$ cat src/rtl/bcd_ascii_serializer.sv
// bcd_ascii_serializer: validates a sign+3-digit BCD word and streams it as ASCII with optional leading-zero suppression and CR LF
module bcd_ascii_serializer #(
  parameter bit LZ_SUPPRESS = 1'b1,
  parameter bit TERM_CRLF = 1'b1
) (
  input  logic            iClk,
  input  logic            iReset,
  input  logic [3:0][3:0] i_data,
  input  logic            i_valid,
  output logic            o_ready,
  output logic [7:0]      o_byte,
  output logic            o_valid,
  input  logic            i_ready,
  output logic            o_err
);
  typedef enum logic [2:0] {IDLE, SIGN, DIG2, DIG1, DIG0, CR, LF} state_t;
  state_t state_q, state_d;
  logic [3:0] h_q, t_q, u_q;
  logic skip2_q, skip1_q, valid_q, err_q;
  logic [7:0] byte_q, byte_d;
  logic capture, word_ok;
  assign o_ready = state_q == IDLE && !iReset;
  assign o_byte = byte_q;
  assign o_valid = valid_q;
  assign o_err = err_q;
  assign capture = i_valid && o_ready;
  assign word_ok = i_data[3][3:1] == 3'b110 && i_data[2] <= 4'd9 && i_data[1] <= 4'd9 && i_data[0] <= 4'd9;
  // next non-skipped state after the current byte transfers, and the byte it presents
  always_comb begin
    state_d = state_q == SIGN ? (skip1_q ? DIG0 : skip2_q ? DIG1 : DIG2) :
              state_q == DIG2 ? DIG1 :
              state_q == DIG1 ? DIG0 :
              state_q == DIG0 ? (TERM_CRLF ? CR : IDLE) :
              state_q == CR   ? LF : IDLE;
    byte_d = state_d == DIG2 ? {4'h3, h_q} :
             state_d == DIG1 ? {4'h3, t_q} :
             state_d == DIG0 ? {4'h3, u_q} :
             state_d == CR   ? 8'h0D :
             state_d == LF   ? 8'h0A : 8'h00;
  end
  // capture/validate in IDLE, otherwise advance one state per accepted byte
  always_ff @(posedge iClk) begin
    if (iReset) begin
      state_q <= IDLE;
      byte_q <= 8'h00;
      valid_q <= 1'b0;
      err_q <= 1'b0;
    end else begin
      err_q <= capture && !word_ok;
      if (capture && word_ok) begin
        state_q <= SIGN;
        h_q <= i_data[2];
        t_q <= i_data[1];
        u_q <= i_data[0];
        skip2_q <= LZ_SUPPRESS && i_data[2] == 4'd0;
        skip1_q <= LZ_SUPPRESS && i_data[2] == 4'd0 && i_data[1] == 4'd0;
        byte_q <= i_data[3][0] ? 8'h2D : 8'h2B;
        valid_q <= 1'b1;
      end else if (valid_q && i_ready) begin
        state_q <= state_d;
        byte_q <= byte_d;
        valid_q <= state_d != IDLE;
      end
    end
  end
endmodule

$ cat config.mk
export PLATFORM = sky130hd
export DESIGN_NAME = bcd_ascii_serializer
export DESIGN_NICKNAME = d
export VERILOG_FILES = /design/src/rtl/bcd_ascii_serializer.sv
export SDC_FILE = /design/constraint.sdc
export NUM_CORES = 1
export LEC_CHECK = 0
export ABC_CLOCK_PERIOD_IN_PS = 5220
export BUFFER_PORTS_ARGS = -buffer_cell sky130_fd_sc_hd__buf_2
export CAP_MARGIN = 5
export CELL_PAD_IN_SITES_DETAIL_PLACEMENT = 1
export CELL_PAD_IN_SITES_GLOBAL_PLACEMENT = 2
export CORE_MARGIN = 4
export CORE_UTILIZATION = 34
export CTS_CLUSTER_DIAMETER = 50
export DETAILED_ROUTE_END_ITERATION = 8
export HOLD_SLACK_MARGIN = 0.15
export PLACE_DENSITY_LB_ADDON = 0.1
export RECOVER_POWER = 25
export SETUP_SLACK_MARGIN = 0.05
export SLEW_MARGIN = 20
export SYNTH_ARGS = -nofsm -noshare
export SYNTH_HDL_FRONTEND = slang
export SYNTH_SLANG_ARGS = --single-unit
$ cat constraint.sdc
create_clock -name iClk -period 5.22 [get_ports iClk]
set_input_delay 0 -clock iClk [delete_from_list [all_inputs] [get_ports iClk]]
set_output_delay 0 -clock iClk [all_outputs]
set_load 0.05 [all_outputs]
; Word level (Yosys, flattened, before mapping)
; Index checks and enable logic that the tools add are counted.
[classes]
magnitude_cmp = 3
eq_ne = 11
n_mux = 19
bitwise_logic = 1
n_reduce_logical = 18
[ops]
columns = operator, n
row1 = 3-bit two-way mux, 7
row2 = "3-bit equality test, second input constant", 6
row3 = 6-bit two-way mux, 3
row4 = 8-bit two-way mux, 2
row5 = "3-bit by 2-bit equality test with 1-bit output, second input constant", 4
row6 = "4-bit <= comparator, second input constant", 3
row7 = 1-bit logical AND, 9
row8 = 4-bit logical NOT, 2
row9 = 4-bit two-way mux, 2
row10 = 1-bit two-way mux, 5
row11 = "3-bit by 1-bit equality test with 1-bit output, second input constant", 1
row12 = 3-bit logical NOT, 1
row13 = 3-bit nonzero test, 1
row14 = 1-bit logical NOT, 2
row15 = 2-bit AND reduction, 1
row16 = 2-bit nonzero test, 1
row17 = 2-bit OR reduction, 1
row18 = 1-bit inverter, 1
[word_totals]
reg_bits = 27
output_inout_bits = 11

; Longest topological paths before layout
[logic_depth]
depth_word = 14
mapped_depth = 6
depth_no_buf = 5

; Least setup slack after synthesis
; Ideal clock, no wire load.
[synth_timing]
kind = register to register
startpoint = register state_q[1]
endpoint = register h_q[0], enable pin
setup_ps = 363
arrival_time_ps = 2802
slack_ps = 2055
path_stages_with_launch = 5
path_cell_list = dfxtp_1 -> nor4_1 -> and2_1 -> nand2_2 -> inv_1
[synth_between]
elab_chain_cells = 5
[synth_rtl]
columns = element, line_no
row1 = "start, declared", 17  ; state_t state_q, state_d;
row2 = "start signal, assigned", 60  ; state_q <= state_d;
row3 = 3-bit logical NOT, 22  ; assign o_ready = state_q == IDLE && !iReset;
row4 = 1-bit logical AND, 22
row5 = net o_ready, 10  ; output logic o_ready,
row6 = 1-bit logical AND, 26  ; assign capture = i_valid && o_ready;
row7 = 1-bit logical AND, 50  ; if (capture && word_ok) begin
row8 = 2-bit AND reduction (no source line), --
row9 = "end signal, assigned", 52  ; h_q <= i_data[2];
row10 = "end, declared", 18  ; logic [3:0] h_q, t_q, u_q;
; The timed path passes the listed nets, and every way through them passes these cells.
; A chain may end at the register's enable or synchronous reset.

; Worst setup path in the final report
[layout_timing]
startpoint = register state_q[1]
endpoint = register skip1_q, enable pin
[layout_between]
elab_chain_cells = 5
[layout_rtl]
columns = element, line_no
row1 = 3-bit logical NOT, 22
row2 = 1-bit logical AND, 22
row3 = 1-bit logical AND, 26
row4 = 1-bit logical AND, 50
row5 = 2-bit AND reduction (no source line), --
row6 = "end signal, assigned", 56  ; skip1_q <= LZ_SUPPRESS && i_data[2] == 4'd0 && i_data[1] == 4'd0;
row7 = "end, declared", 19  ; logic skip2_q, skip1_q, valid_q, err_q;
; Every way passes these cells.

==> impl_metrics.yaml <==
outcome:
  outcome: "complete, no violations"
clock_network:
  clkSlewWorstSetupHoldPaths_ns: 0.09
  clock_tree.root_cell: "sky130_fd_sc_hd__clkbuf_8"
  cts_resized: 0
  clock_latency_late_sink_ns: 0.27
  cts.path.max_buffers: 2
  cts-buffers-inserted: 3
  cts_tree: "built"
  ctsHtreeMaxLevel: 1
  clock_sink_count: 25
finish:
  num-nets-final: 190
  final_cell_count_no_fill: 217
  insertedDiodeCount: 0
  final_common_cell: "sky130_fd_sc_hd__buf_2"
  most-common-layout-cells: "sky130_fd_sc_hd__buf_2 (17), sky130_fd_sc_hd__dlygate4sd3_1 (16), sky130_fd_sc_hd__edfxtp_1 (14)"
  layout-drive-gt1-share: 0.1479
  syn2layout_area_growth_pct: 25.74
grt:
  groute.usage.overall: 0.1495
  grt_pass1_vias: 1179
  globalRouteOverflowTotal: 0
  grt_antenna_before_repair: 0
  first_pass_grt_wire_length_um: 5747
  grt_start_max_net_pins: 24
detailed_routing:
  wl_per_cell_um: 16.00
  totalWireLength_um: 3471
  ant_nets: 0
  vias: 1157
  detail_route.drc_violations: 0
  detailedRoute.firstIterationViolations: 56
  dr.pass1.iters: 2
  post_drt_via_cell_ratio: 5.332
sta:
  tns_ns: 0
  fin_crit_share: 0.4500
  relative_slew_margins: 0.5391
  hold_viol_final: 0
  max_slew.worst_pin.slew_ns: 0.6740
  final-max-slew-violation-count: 0
  rsz0062_at_grt: "false"
  finalSetupViolCount: 0
  max_fclk_mhz: 425.7
  worst_clock_skew_ns: 0.001246
  min_period_ns: 2.349
critical_path:
  critPathCaptureType: "flop"
  worstReg2RegStart: "state_q[1]"
  setup.reg_to_reg.worst_slack_ns: 2.87
  reg2regPathDepth: 4
  timing.setup.critical_path_class: "reg -> reg"
  worst_path_largest_cell_delay_ns: 0.53
  setup.worst_path.start_class: "flop"
  cp_data_arrival_time_ns: 2.26
  path_cells: "nor4_1 -> and2_1 -> nand2_2 -> inv_1"
  timing.critical_path.fanout_max: 22
  timing.rr.end: "skip1_q"
  cpMaxStageDelayCell: "sky130_fd_sc_hd__dfxtp_1"
  critPathRequiredTime_ns: 5.13
yosys:
  asyncSetResetFlopFracSynth: 0
  syn-instance-count: 132
  yosysUniqueCellTypes: 46
  synth.yosys.warnings: 0
  netlist_area_um2: 1308
  synth_ff_type: "sky130_fd_sc_hd__edfxtp_1"
  ys_seq_area_frac: 0.4900
  ys_ff_latch: 25
  number_of_enable_type_register_cells_in_the_synthesized_netlist: 14
  post_synth.cell_area_avg_um2: 9.905
die:
  die_h_um: 70.01
  num_io_pins: 31
  die_area_um2: 4901
  floorplan.initialDensity: 0.3545
  die-width_um: 70.01
  fp_rows: 22
  design.core.area_um2: 3689
min_path:
  timing.hold.worst.class: "in -> reg"
  worstHoldStart: "i_data[13]"
  worstHoldPathCells: 4
  holdPathEnd: "o_err"
power_and_ir_drop:
  overall_power_consumption_mw: 0.3630
  pwr_density_cell_nw_per_um2: 220.8
  ir_worst_vdd_mv: 0.1188
  leakage_power_nw: 0.5813
placed_design:
  place_hpwl_um: 2468
  globalplace.congestion: 0.7501
  place.port_buffers: 28
  place.detailed.instances: 197
flow_run:
  cap_violations: 0
## state kept, by name (all words and copies together), names as in the netlist
register,cells
o_byte,6
o_err,1
u_q,4
skip1_q,1
h_q,4
o_valid,1
state_q,3
t_q,4
skip2_q,1
## worst max-delay path by stage
stage                    start  endpoint  slack, ns  cells past startpoint
global route        state_q[0]    u_q[1]       2.61                      4
floorplan           state_q[1]    h_q[0]       2.05                      4
detailed placement  state_q[0]   skip2_q       2.85                      4
global placement    state_q[0]    u_q[3]       2.96                      4
CTS                 state_q[0]   skip1_q       2.83                      4
finish              state_q[1]   skip1_q       2.87                      4
## layout make-up
type	instances	area (um^2)
fillers	423	2044
clock inverters	1	6.256
inverters	3	11.26
flip-flops and latches	25	640.6
repair buffers	44	286.5
multi-input cells	93	598.1
well taps	48	60.06
clock buffers	3	41.29
## stage by stage
step	setup WS (ns)	area (um^2)	util	hold WS [ns]
global route	2.611	1644	0.4457	0.4433
global placement	2.960	1450	0.3931	0.1773
detailed placement	2.845	1450	0.3931	0.1792
finish	2.871	1644	0.4457	0.4145
floorplan	2.055	1311	-	0.09887
CTS	2.829	1658	0.4495	0.4103
## synthesized netlist by cell type (2+ instances only)
| cell | n | share of area |
|---|---|---|
| sky130_fd_sc_hd__a2111oi_0 | 4 | 0.027 |
| sky130_fd_sc_hd__a211oi_1 | 2 | 0.011 |
| sky130_fd_sc_hd__a21oi_1 | 8 | 0.031 |
| sky130_fd_sc_hd__a31oi_1 | 4 | 0.019 |
| sky130_fd_sc_hd__and2_1 | 4 | 0.019 |
| sky130_fd_sc_hd__buf_2 | 7 | 0.027 |
| sky130_fd_sc_hd__buf_4 | 2 | 0.011 |
| sky130_fd_sc_hd__clkbuf_1 | 3 | 0.0086 |
| sky130_fd_sc_hd__dfxtp_1 | 11 | 0.17 |
| sky130_fd_sc_hd__edfxtp_1 | 14 | 0.32 |
| sky130_fd_sc_hd__inv_1 | 3 | 0.0086 |
| sky130_fd_sc_hd__mux2i_1 | 2 | 0.015 |
| sky130_fd_sc_hd__nand2_1 | 7 | 0.020 |
| sky130_fd_sc_hd__nand2b_1 | 2 | 0.0096 |
| sky130_fd_sc_hd__nand3_1 | 2 | 0.0077 |
| sky130_fd_sc_hd__nor2_1 | 8 | 0.023 |
| sky130_fd_sc_hd__nor2b_1 | 5 | 0.024 |
| sky130_fd_sc_hd__nor3_1 | 5 | 0.019 |
| sky130_fd_sc_hd__nor4_1 | 3 | 0.014 |
| sky130_fd_sc_hd__o21a_1 | 2 | 0.011 |
| sky130_fd_sc_hd__o21ai_0 | 7 | 0.027 |
| sky130_fd_sc_hd__o31ai_1 | 3 | 0.017 |
## timing repair
action / in CTS / in global routing
hold endpoints to repair: 24 / 0
buffers inserted: 0 / 0
hold buffers: 16 / 0
## logic make-up after synthesis
| group | share of synthesized area |
|---|---|
| muxes | 0.01531 |
| buffers and inverters | 0.05550 |
| AOI/OAI and AO/OA | 0.2287 |
| DFF | 0.4899 |
| other | 0.002868 |
| and+or+nand+nor | 0.2077 |
## critical path: cells and delay by family (launching register included)
| kind | cells | cell delay, ns |
|---|---|---|
| buffers and inverters | 1 | 0.52 |
| AND/OR/NAND/NOR | 3 | 0.93 |
| flip-flops | 1 | 0.53 |
## per-layer routing
layer  vias to the layer above  GRT usage  part of all wire
met5                         -          0                 0
met4                         0    0.05106             0.014
met3                         4    0.02734             0.038
met2                        25     0.2613              0.51
met1                       557     0.1834              0.43
li1                        571          -                 -
## power breakdown
part,total [mW],switching [mW],internal [mW]
registers,0.210,0.00124,0.209
clock network,0.119,0.0640,0.0546
logic,0.0343,0.0192,0.0151
total,0.363,0.0845,0.279
(Power assumes the default switching activity.)
